**src/rtl/counter_ctrl_pkg.sv**
```systemverilog
// counter_ctrl_pkg: shared reset constants, synchronizer depth and counter width helper
package counter_ctrl_pkg;
  localparam logic PAUSE_RST = 1'b0;
  localparam logic UPDOWN_RST = 1'b1;
  localparam int SYNC_STAGES = 2;
  function automatic int cnt_width(input int n);
    return $clog2(n);
  endfunction
endpackage

```
**src/rtl/counter_ctrl_debounce.sv**
```systemverilog
// btn_debounce: two-flop synchronizer plus stability counter producing a debounced level and press pulse
// ports: CLK, CLR (sync active-high reset), i_raw (async button), o_level (debounced level), o_press (1 cycle, comb, high the cycle before o_level rises)
module btn_debounce
  import counter_ctrl_pkg::*;
#(
  parameter int DB_CYCLES = 1000000
) (
  input  logic CLK,
  input  logic CLR,
  input  logic i_raw,
  output logic o_level,
  output logic o_press
);
  localparam int CW = cnt_width(DB_CYCLES);
  logic [SYNC_STAGES-1:0] r_sync;
  logic [CW-1:0] r_cnt;
  logic r_db;
  logic w_s2, w_done;
  assign w_s2 = r_sync[SYNC_STAGES-1];
  assign w_done = (w_s2 != r_db) && (r_cnt == CW'(DB_CYCLES - 1));
  // press is combinational so the owner toggles on the same edge the level rises
  assign o_press = w_done && w_s2;
  assign o_level = r_db;
  always_ff @(posedge CLK) begin
    if (CLR) begin
      r_sync <= '0;
      r_cnt <= '0;
      r_db <= 1'b0;
    end else begin
      r_sync <= {r_sync[SYNC_STAGES-2:0], i_raw};
      r_cnt <= (w_s2 == r_db || w_done) ? '0 : r_cnt + 1'b1;
      if (w_done) r_db <= w_s2;
    end
  end
endmodule

```
**src/rtl/counter_ctrl.sv**
```systemverilog
// counter_ctrl: debounced pause/direction toggles and programmable count-enable tick for the up/down counter
// ports: CLK, CLR (sync active-high reset), btn_pause, btn_dir (raw buttons), tick_o (1-cycle enable), pause_o (1 = hold), updown_o (1 = up)
// optional: COUNTER_CTRL_STEP_BTN_EN adds btn_step, which forces a single tick while paused
module counter_ctrl
  import counter_ctrl_pkg::*;
#(
  parameter int TICK_DIV = 100000000,
  parameter int DB_CYCLES = 1000000
) (
  input  logic CLK,
  input  logic CLR,
  input  logic btn_pause,
  input  logic btn_dir,
`ifdef COUNTER_CTRL_STEP_BTN_EN
  input  logic btn_step,
`endif
  output logic tick_o,
  output logic pause_o,
  output logic updown_o
);
  localparam int TW = cnt_width(TICK_DIV);
  logic [TW-1:0] r_div;
  logic w_p_press, w_d_press, w_s_tick, w_wrap;
  logic [2:0] w_unused_lvl;
  btn_debounce #(.DB_CYCLES(DB_CYCLES)) u_pause (
    .CLK(CLK), .CLR(CLR), .i_raw(btn_pause), .o_level(w_unused_lvl[0]), .o_press(w_p_press)
  );
  btn_debounce #(.DB_CYCLES(DB_CYCLES)) u_dir (
    .CLK(CLK), .CLR(CLR), .i_raw(btn_dir), .o_level(w_unused_lvl[1]), .o_press(w_d_press)
  );
`ifdef COUNTER_CTRL_STEP_BTN_EN
  logic w_step_press;
  btn_debounce #(.DB_CYCLES(DB_CYCLES)) u_step (
    .CLK(CLK), .CLR(CLR), .i_raw(btn_step), .o_level(w_unused_lvl[2]), .o_press(w_step_press)
  );
  assign w_s_tick = w_step_press && pause_o;
`else
  assign w_unused_lvl[2] = 1'b0;
  assign w_s_tick = 1'b0;
`endif
  assign w_wrap = r_div == TW'(TICK_DIV - 1);
  // tick and divider use the pre-toggle pause_o, so a toggle and a wrap on one edge see the old mode
  always_ff @(posedge CLK) begin
    if (CLR) begin
      r_div <= '0;
      tick_o <= 1'b0;
      pause_o <= PAUSE_RST;
      updown_o <= UPDOWN_RST;
    end else begin
      pause_o <= pause_o ^ w_p_press;
      updown_o <= updown_o ^ w_d_press;
      if (!pause_o) r_div <= w_wrap ? '0 : r_div + 1'b1;
      tick_o <= (!pause_o && w_wrap) || w_s_tick;
    end
  end
endmodule

```
**config.mk**
```make
export PLATFORM = sky130hd
export DESIGN_NAME = counter_ctrl
export DESIGN_NICKNAME = d
export VERILOG_FILES = /design/src/rtl/counter_ctrl_pkg.sv /design/src/rtl/counter_ctrl_debounce.sv /design/src/rtl/counter_ctrl.sv
export SDC_FILE = /design/constraint.sdc
export NUM_CORES = 1
export LEC_CHECK = 0
export ABC_AREA = 1
export CAP_MARGIN = 20
export CORE_MARGIN = 1.5
export CORE_UTILIZATION = 40
export CTS_BUF_LIST = sky130_fd_sc_hd__clkbuf_8
export DETAILED_ROUTE_END_ITERATION = 7
export PLACE_DENSITY_LB_ADDON = 0.2
export SYNTH_ARGS = -nofsm -noshare
export SYNTH_HDL_FRONTEND = slang
export SYNTH_SLANG_ARGS = --single-unit
```
**constraint.sdc**
```tcl
create_clock -name CLK -period 2.4 [get_ports CLK]
set_input_delay 0.48 -clock CLK [delete_from_list [all_inputs] [get_ports CLK]]
set_output_delay 0.48 -clock CLK [all_outputs]
set_load 0.01 [all_outputs]
```
==> results by group, run 1 <==
Critical path
  – Max FO, Critical Path: 20
  – Kind of critical path: flip-flop to flip-flop
  – R2R Path End: u_pause.r_cnt[12]
  – Crit end category: flip-flop
  – Critical Path RT: 2.61 ns
  – Register-to-Register Path Depth: 6
  – R2R setup slack: 0.66 ns
  – Worst R2R Start: u_pause.r_cnt[0]
  – Worst EP arrival: 1.95 ns
  – CP Launch Type: flip-flop

Logic synthesis
  – Post-synthesis sequential area ratio: 39.2%
  – FF+latch count, synth: 76
  – Mapped cell area: 3880 um^2
  – Syn avg cell area: 7.03 um^2
  – Simple-gate area share of the yosys netlist: 40.4%
  – Largest family of logic cells by synthesized area: simple AND/OR/NAND/NOR gates
  – Post-synth cell types: 33
  – Top cell types by occurrence after synthesis: nor2_1, nand2_1, dfxtp_1, inv_1, nand3_1
  – Synth Area in Compound Gates: 4.03%
  – Syn_nets: 559
  – Cell taking the most area after synthesis: dfxtp_1
  – Post-synthesis mux area share: 0%
  – Synth Area in XOR/XNOR: 7.68%
  – Ys flop type: dfxtp_1
  – Adder-cell share of the synthesized area: 0.968%
  – Post-synth EDFFs: 0
  – FFs w/ async S/R, synth: 0%
  – Most frequent cell after synthesis: nor2_1
  – Post-synth top area share: 39.2%
  – Dominant cells by area after synthesis: dfxtp_1, nor2_1, nand2_1
  – YS warnings: 0
  – Mapped Cells: 552

Floorplan
  – Die area: 10300 um^2
  – Core Area: 9330 um^2
  – Starting Density: 41.6%
  – Rows: 35
  – IO Pins: 7
  – Chip width: 101 um
  – Die Y: 101 um

Global route
  – First-pass GRT wire length: 13.6 mm
  – Tot GR Track Use: 16.3%
  – Vias in the first global route: 3191
  – Grt total ovfl: 0
  – Pin count of the biggest net entering global routing: 21
  – Initial antenna violation count: 0

Cells and area
  – Area Overhead vs Synth: 11.0%
  – Final nets: 573
  – Finished Layout Cells: 700
  – Area taken by multi-input logic gates: 2060 um^2
  – Fill count: 960
  – Ratio of cells with drive above 1 in the final layout: 8.58%
  – Layout Utilization: 46.2%
  – Sequential cell area: 1520 um^2
  – Cell area after layout: 4310 um^2
  – # diodes: 0

Clocking
  – CTS resizes: 0
  – CTS Hold Bufs: 0
  – Clock transition at path regs: 0.08 ns
  – Clock Tree Buf Depth: 2
  – CTS Buf Count: 9
  – H-tree Lvls: 3
  – Post-CTS Repair Setup Buffers: 0
  – Clock Sink Count: 76
  – Skew-Pair Late Insertion Delay: 0.34 ns
  – Root Buffer: clkbuf_8
  – CTS tree: done

Run
  – Max_cap viols: 0

Timing
  – Hold Vio Cnt, Final: 0
  – Worst-margin pin slew: 0.498 ns
  – Rel. slew slack: 66.7%
  – Min cycle time layout: 1.74 ns
  – RSZ-0062 raised after global routing: false
  – Final period util: 72.6%
  – Pins over their slew limit: 0
  – Fmax: 574 MHz
  – Final setup TNS: 0 ns
  – Final Skew: 0.00951 ns
  – Final setup violation count: 0
  – WHS: 0.407 ns

Run status
  – Status: finished, final reports clean

Drt
  – WL final: 7.58 mm
  – DRC errors left: 0
  – Routed Antenna Nets: 0
  – Total number of vias: 3328
  – Initial drt markers: 71
  – Drt via density: 4.75
  – Routed WL per cell: 10.8 um
  – Pre-antenna DRT Iters: 4

Worst hold path
  – Hold path depth: 2
  – HP Class: flip-flop to flip-flop
  – Hold Path End: u_dir.r_sync[1]
  – Hold Path Origin: u_dir.r_sync[0]

Placed design
  – Gpl congestion: 0.863
  – Placed Area: 4070 um^2
  – Detail Placement HPWL: 5.71 mm
  – PortBufs: 6
  – Placed Cells: 684

Pwr
  – PD cells: 567 nW/um^2
  – Static Leak: 1.41 nW
  – Peak VDD IR: 0.000439 V
area by class of cell:
class / instances / area share, %
Multi-Input combinational cell: 406 / 47.8
Timing Repair Buffer: 10 / 2.09
Tap cell: 129 / 3.75
Clock buffer: 12 / 3.83
Inverter: 63 / 5.61
Sequential cell: 76 / 35.3
Clock inverter: 4 / 1.63
worst max path at each step:
stage               cells past startpoint                end              from  slack [ns]
floorplan                               7  u_pause.r_cnt[15]  u_pause.r_cnt[0]         1.0
global placement                        4   u_pause.r_cnt[3]               CLR        0.55
detailed placement                      4  u_pause.r_cnt[12]               CLR        0.50
CTS                                     1           updown_o          updown_o        0.63
global route                            6  u_pause.r_cnt[13]  u_pause.r_cnt[0]        0.47
finish                                  6  u_pause.r_cnt[12]  u_pause.r_cnt[0]        0.66
cell families (layout without fill, tap and decap cells):
kind of cell | Yosys count | after routing
and+or+nand+nor | 341 | 341
DFF | 76 | 76
buffers and inverters | 70 | 89
xor gates and xnor gates | 34 | 34
AOI/OAI and AO/OA | 28 | 28
adders and majority gates | 3 | 3
through the flow:
stage | power (mW) | setup WS, ns
final | 2.44 | 0.657
after global routing | 2.54 | 0.472
after CTS | 2.49 | 0.635
after detailed placement | 1.35 | 0.499
after global placement | 1.35 | 0.549
after floorplan | 1.34 | 0.995
report_power, final:
part           switching, mW  leakage (nW)  total, mW  internal, mW
clock network          0.454         0.122       1.12         0.668
logic                 0.0273         0.676     0.0438        0.0165
registers            0.00709         0.614       1.28          1.27
state kept, by name, summed over array words and instances, names as in the netlist, 2 cells and up:
signal	flops
u_dir.r_sync	2
u_pause.r_sync	2
u_pause.r_cnt	20
u_dir.r_cnt	20
r_div	27
worst max-delay path: stages, from the launching register on:
cell,delay (ns)
dfxtp_1,0.42
ha_1,0.21
nand3_1,0.16
nor3_2,0.28
nand2_1,0.13
nand3_2,0.33
a21oi_1,0.08
placed cells by master, fill, tap and decap left out, types with 4 or more instances in the layout:
cell type          n
nor2_1           120
nand2_1          114
dfxtp_1           76
inv_1             61
nand3_1           41
xor2_1            25
nor3_1            18
a21oi_1           18
nand4_1           15
clkbuf_8          12
xnor2_1            9
nor2_2             7
clkdlybuf4s50_1    6
nor3_2             5
nand3_2            4
nor2_4             4
o21ai_0            4
buf_4              4
per-layer routing:
layer | GRT usage [%] | up-vias | wire, um
li1 | - | 1782 | -
met1 | 20.7 | 1506 | 3780
met2 | 27.7 | 28 | 3490
met3 | 3.66 | 12 | 192
met4 | 5.02 | 0 | 120
met5 | 0 | - | 0
No activity file was read; power rests on OpenSTA's default activity.
==> run 2, diff against run 1 <==
clock period = 1.56 ns   (was 2.4 ns; I/O delays follow)
==> run 2 against run 1 <==
Effect of this change: worst hold slack improved by 0.011 ns; highest routed layer unchanged; clock-buffer cell count decreased by 2; sequential cell count unchanged; die area unchanged; cell area increased by 4.9%; global-route usage increased by 0.56 points; sequential share of layout area decreased by 1.5 points; largest power group unchanged; sequential power increased by 53%; power increased by 54%.
==> results by group, run 2 (same netlist as run 1, synthesis figures left out) <==
Pwr
  – Seq pwr share: 52.2%
  – Comb power frac: 2.7%
  – Clock share of power: 45.1%
  – Switch share: 21.6%
  – Peak VDD IR: 0.000486 V
  – Internal: 2.94 mW
  – Total power: 3.76 mW
  – Net Switching: 0.813 mW
  – PD cells: 831 nW/um^2
  – Static Leak: 1.53 nW

Timing
  – Hold Vio Cnt, Final: 0
  – Rel. slew slack: 72.4%
  – Min cycle time layout: 1.45 ns
  – Final setup violation count: 0
  – Final Skew: 0.00777 ns
  – Final period util: 93.0%
  – Fmax: 689 MHz
  – Final setup TNS: 0 ns
  – Pins over their slew limit: 0
  – Worst-margin pin slew: 0.411 ns

Cells and area
  – Largest register FFs: 27
  – Leading cell type in the layout, fill and taps excluded: nor2_1
  – Largest regs: r_div x27, u_dir.r_cnt x20, u_pause.r_cnt x20
  – Sequential cell area: 1530 um^2
  – # diodes: 0
  – Final nets: 591
  – Area taken by multi-input logic gates: 2100 um^2
  – Fill count: 977
  – Largest Register: r_div
  – Area Overhead vs Synth: 16.5%
  – Commonest non-fill, non-tap cells in the layout: nor2_1, nand2_1, dfxtp_1, inv_1, nand3_1
  – Ratio of cells with drive above 1 in the final layout: 13.1%

Global route
  – Vias in the first global route: 3234
  – Initial antenna violation count: 0
  – Grt total ovfl: 0
  – Pin count of the biggest net entering global routing: 21
  – First-pass GRT wire length: 13.8 mm
  – Tot GR Track Use: 16.9%

Run status
  – Status: finished, final reports clean

Worst hold path
  – HP Class: flip-flop to flip-flop

Drt
  – Initial drt markers: 123
  – Routed WL per cell: 10.9 um
  – Routed Antenna Nets: 0
  – WL final: 7.83 mm
  – Pre-antenna DRT Iters: 4
  – DRC errors left: 0
  – Drt via density: 4.68
  – Total number of vias: 3360

Clocking
  – Clock transition at path regs: 0.08 ns
  – H-tree Lvls: 3
  – CTS Hold Bufs: 0
  – Clock Sink Count: 76
  – Root Buffer: clkbuf_8
  – CTS Buf Count: 9
  – Clock Tree Buf Depth: 2
  – CTS tree: done
  – Skew-Pair Late Insertion Delay: 0.36 ns

Critical path
  – R2R setup slack: 0.11 ns
  – Register-to-Register Path Depth: 8
  – Max FO, Critical Path: 4
  – Worst R2R Start: u_dir.r_cnt[0]
  – CP Capture Point: u_dir.r_cnt[16]
  – R2R Path End: u_dir.r_cnt[16]
  – Crit end category: flip-flop
  – Critical Path RT: 1.82 ns
  – Worst EP arrival: 1.71 ns
  – Crit path from: u_dir.r_cnt[0]
  – CP Launch Type: flip-flop
  – Kind of critical path: flip-flop to flip-flop

Floorplan
  – IO Pins: 7
  – Rows: 35
  – Chip width: 101 um
  – Starting Density: 41.6%
  – Die Y: 101 um
  – Core Area: 9330 um^2
  – Die area: 10300 um^2

Placed design
  – PortBufs: 6
  – Gpl congestion: 0.871
  – Detail Placement HPWL: 5.86 mm

Run
  – Max_cap viols: 0
-- run 2: cell count changes in the layout (fill, tap and decap cells not counted), moves of 2 or more --
cell | before | now
clkbuf_8 | 12 | 10
ha_1 | 3 | 1
clkdlybuf4s50_1 | 6 | 3
nor2_1 | 120 | 117
nand3_1 | 41 | 39
dfxtp_1 | 76 | 73
nor2_2 | 7 | 9
buf_12 | 0 | 3
dfxtp_2 | 0 | 2
buf_4 | 4 | 19
dlygate4sd2_1 | 0 | 2
-- run 2: stage by stage --
step / std cells / hold WS, ns / instance area, um^2 / worst slack (ns) / utilization, %
finish: 718 / 0.418 / 4520 / 0.109 / 48.5
global route: 718 / 0.432 / 4520 / -0.00260 / 48.5
CTS: 715 / 0.424 / 4450 / 0.00663 / 47.7
detailed placement: 699 / 0.413 / 4220 / 0.0390 / 45.3
global placement: 699 / 0.409 / 4220 / 0.0879 / 45.3
floorplan: 552 / 0.383 / 3880 / 0.155 / -
-- run 2: final cells by class --
class                           count  area share [%]
Tap cell                          129            3.57
Clock inverter                      6            1.91
Timing Repair Buffer               28            5.81
Inverter                           63            5.34
Multi-Input combinational cell    406            46.5
Sequential cell                    76            33.8
Clock buffer                       10            3.05
-- run 2: repair_timing --
item,4_1_cts,5_1_grt
hold endpoints to repair,0,0
resized for setup,4,13
endpoints found under the setup margin,2,40
buffers inserted,0,3
pin swaps,0,3
-- run 2: critical path: stages (launching register included) --
cell     delay, ns
dfxtp_1       0.35
ha_2          0.22
nand3_4       0.11
nor3_4        0.24
buf_4         0.15
nand3_1       0.07
xnor2_1       0.13
nand2_1       0.05
inv_1         0.03
-- run 2: layer usage --
layer  vias to the layer above  routed length, um  global-route usage [%]
met2                        28               3710                    29.1
met1                      1511               3830                    20.4
met3                        10                177                    4.35
met5                         -                  0                       0
li1                       1811                  -                       -
met4                         0                113                    5.88
-- run 2: power by group through the flow --
stage	logic (mW)	clock network [mW]	registers, mW
global route	0.112	1.82	1.96
CTS	0.0986	1.75	1.96
detailed placement	0.0984	0	2.01
finish	0.0996	1.70	1.96
floorplan	0.0482	0	2.01
global placement	0.0969	0	2.00
-- run 2: worst min path at each step --
stage          cells after the start              start                end
6_report                           2    u_dir.r_sync[0]    u_dir.r_sync[1]
5_1_grt                            2    u_dir.r_sync[0]    u_dir.r_sync[1]
4_1_cts                            2    u_dir.r_sync[0]    u_dir.r_sync[1]
3_5_place_dp                       2  u_pause.r_sync[0]  u_pause.r_sync[1]
3_3_place_gp                       2    u_dir.r_sync[0]    u_dir.r_sync[1]
2_1_floorplan                      1                CLR    u_dir.r_sync[1]
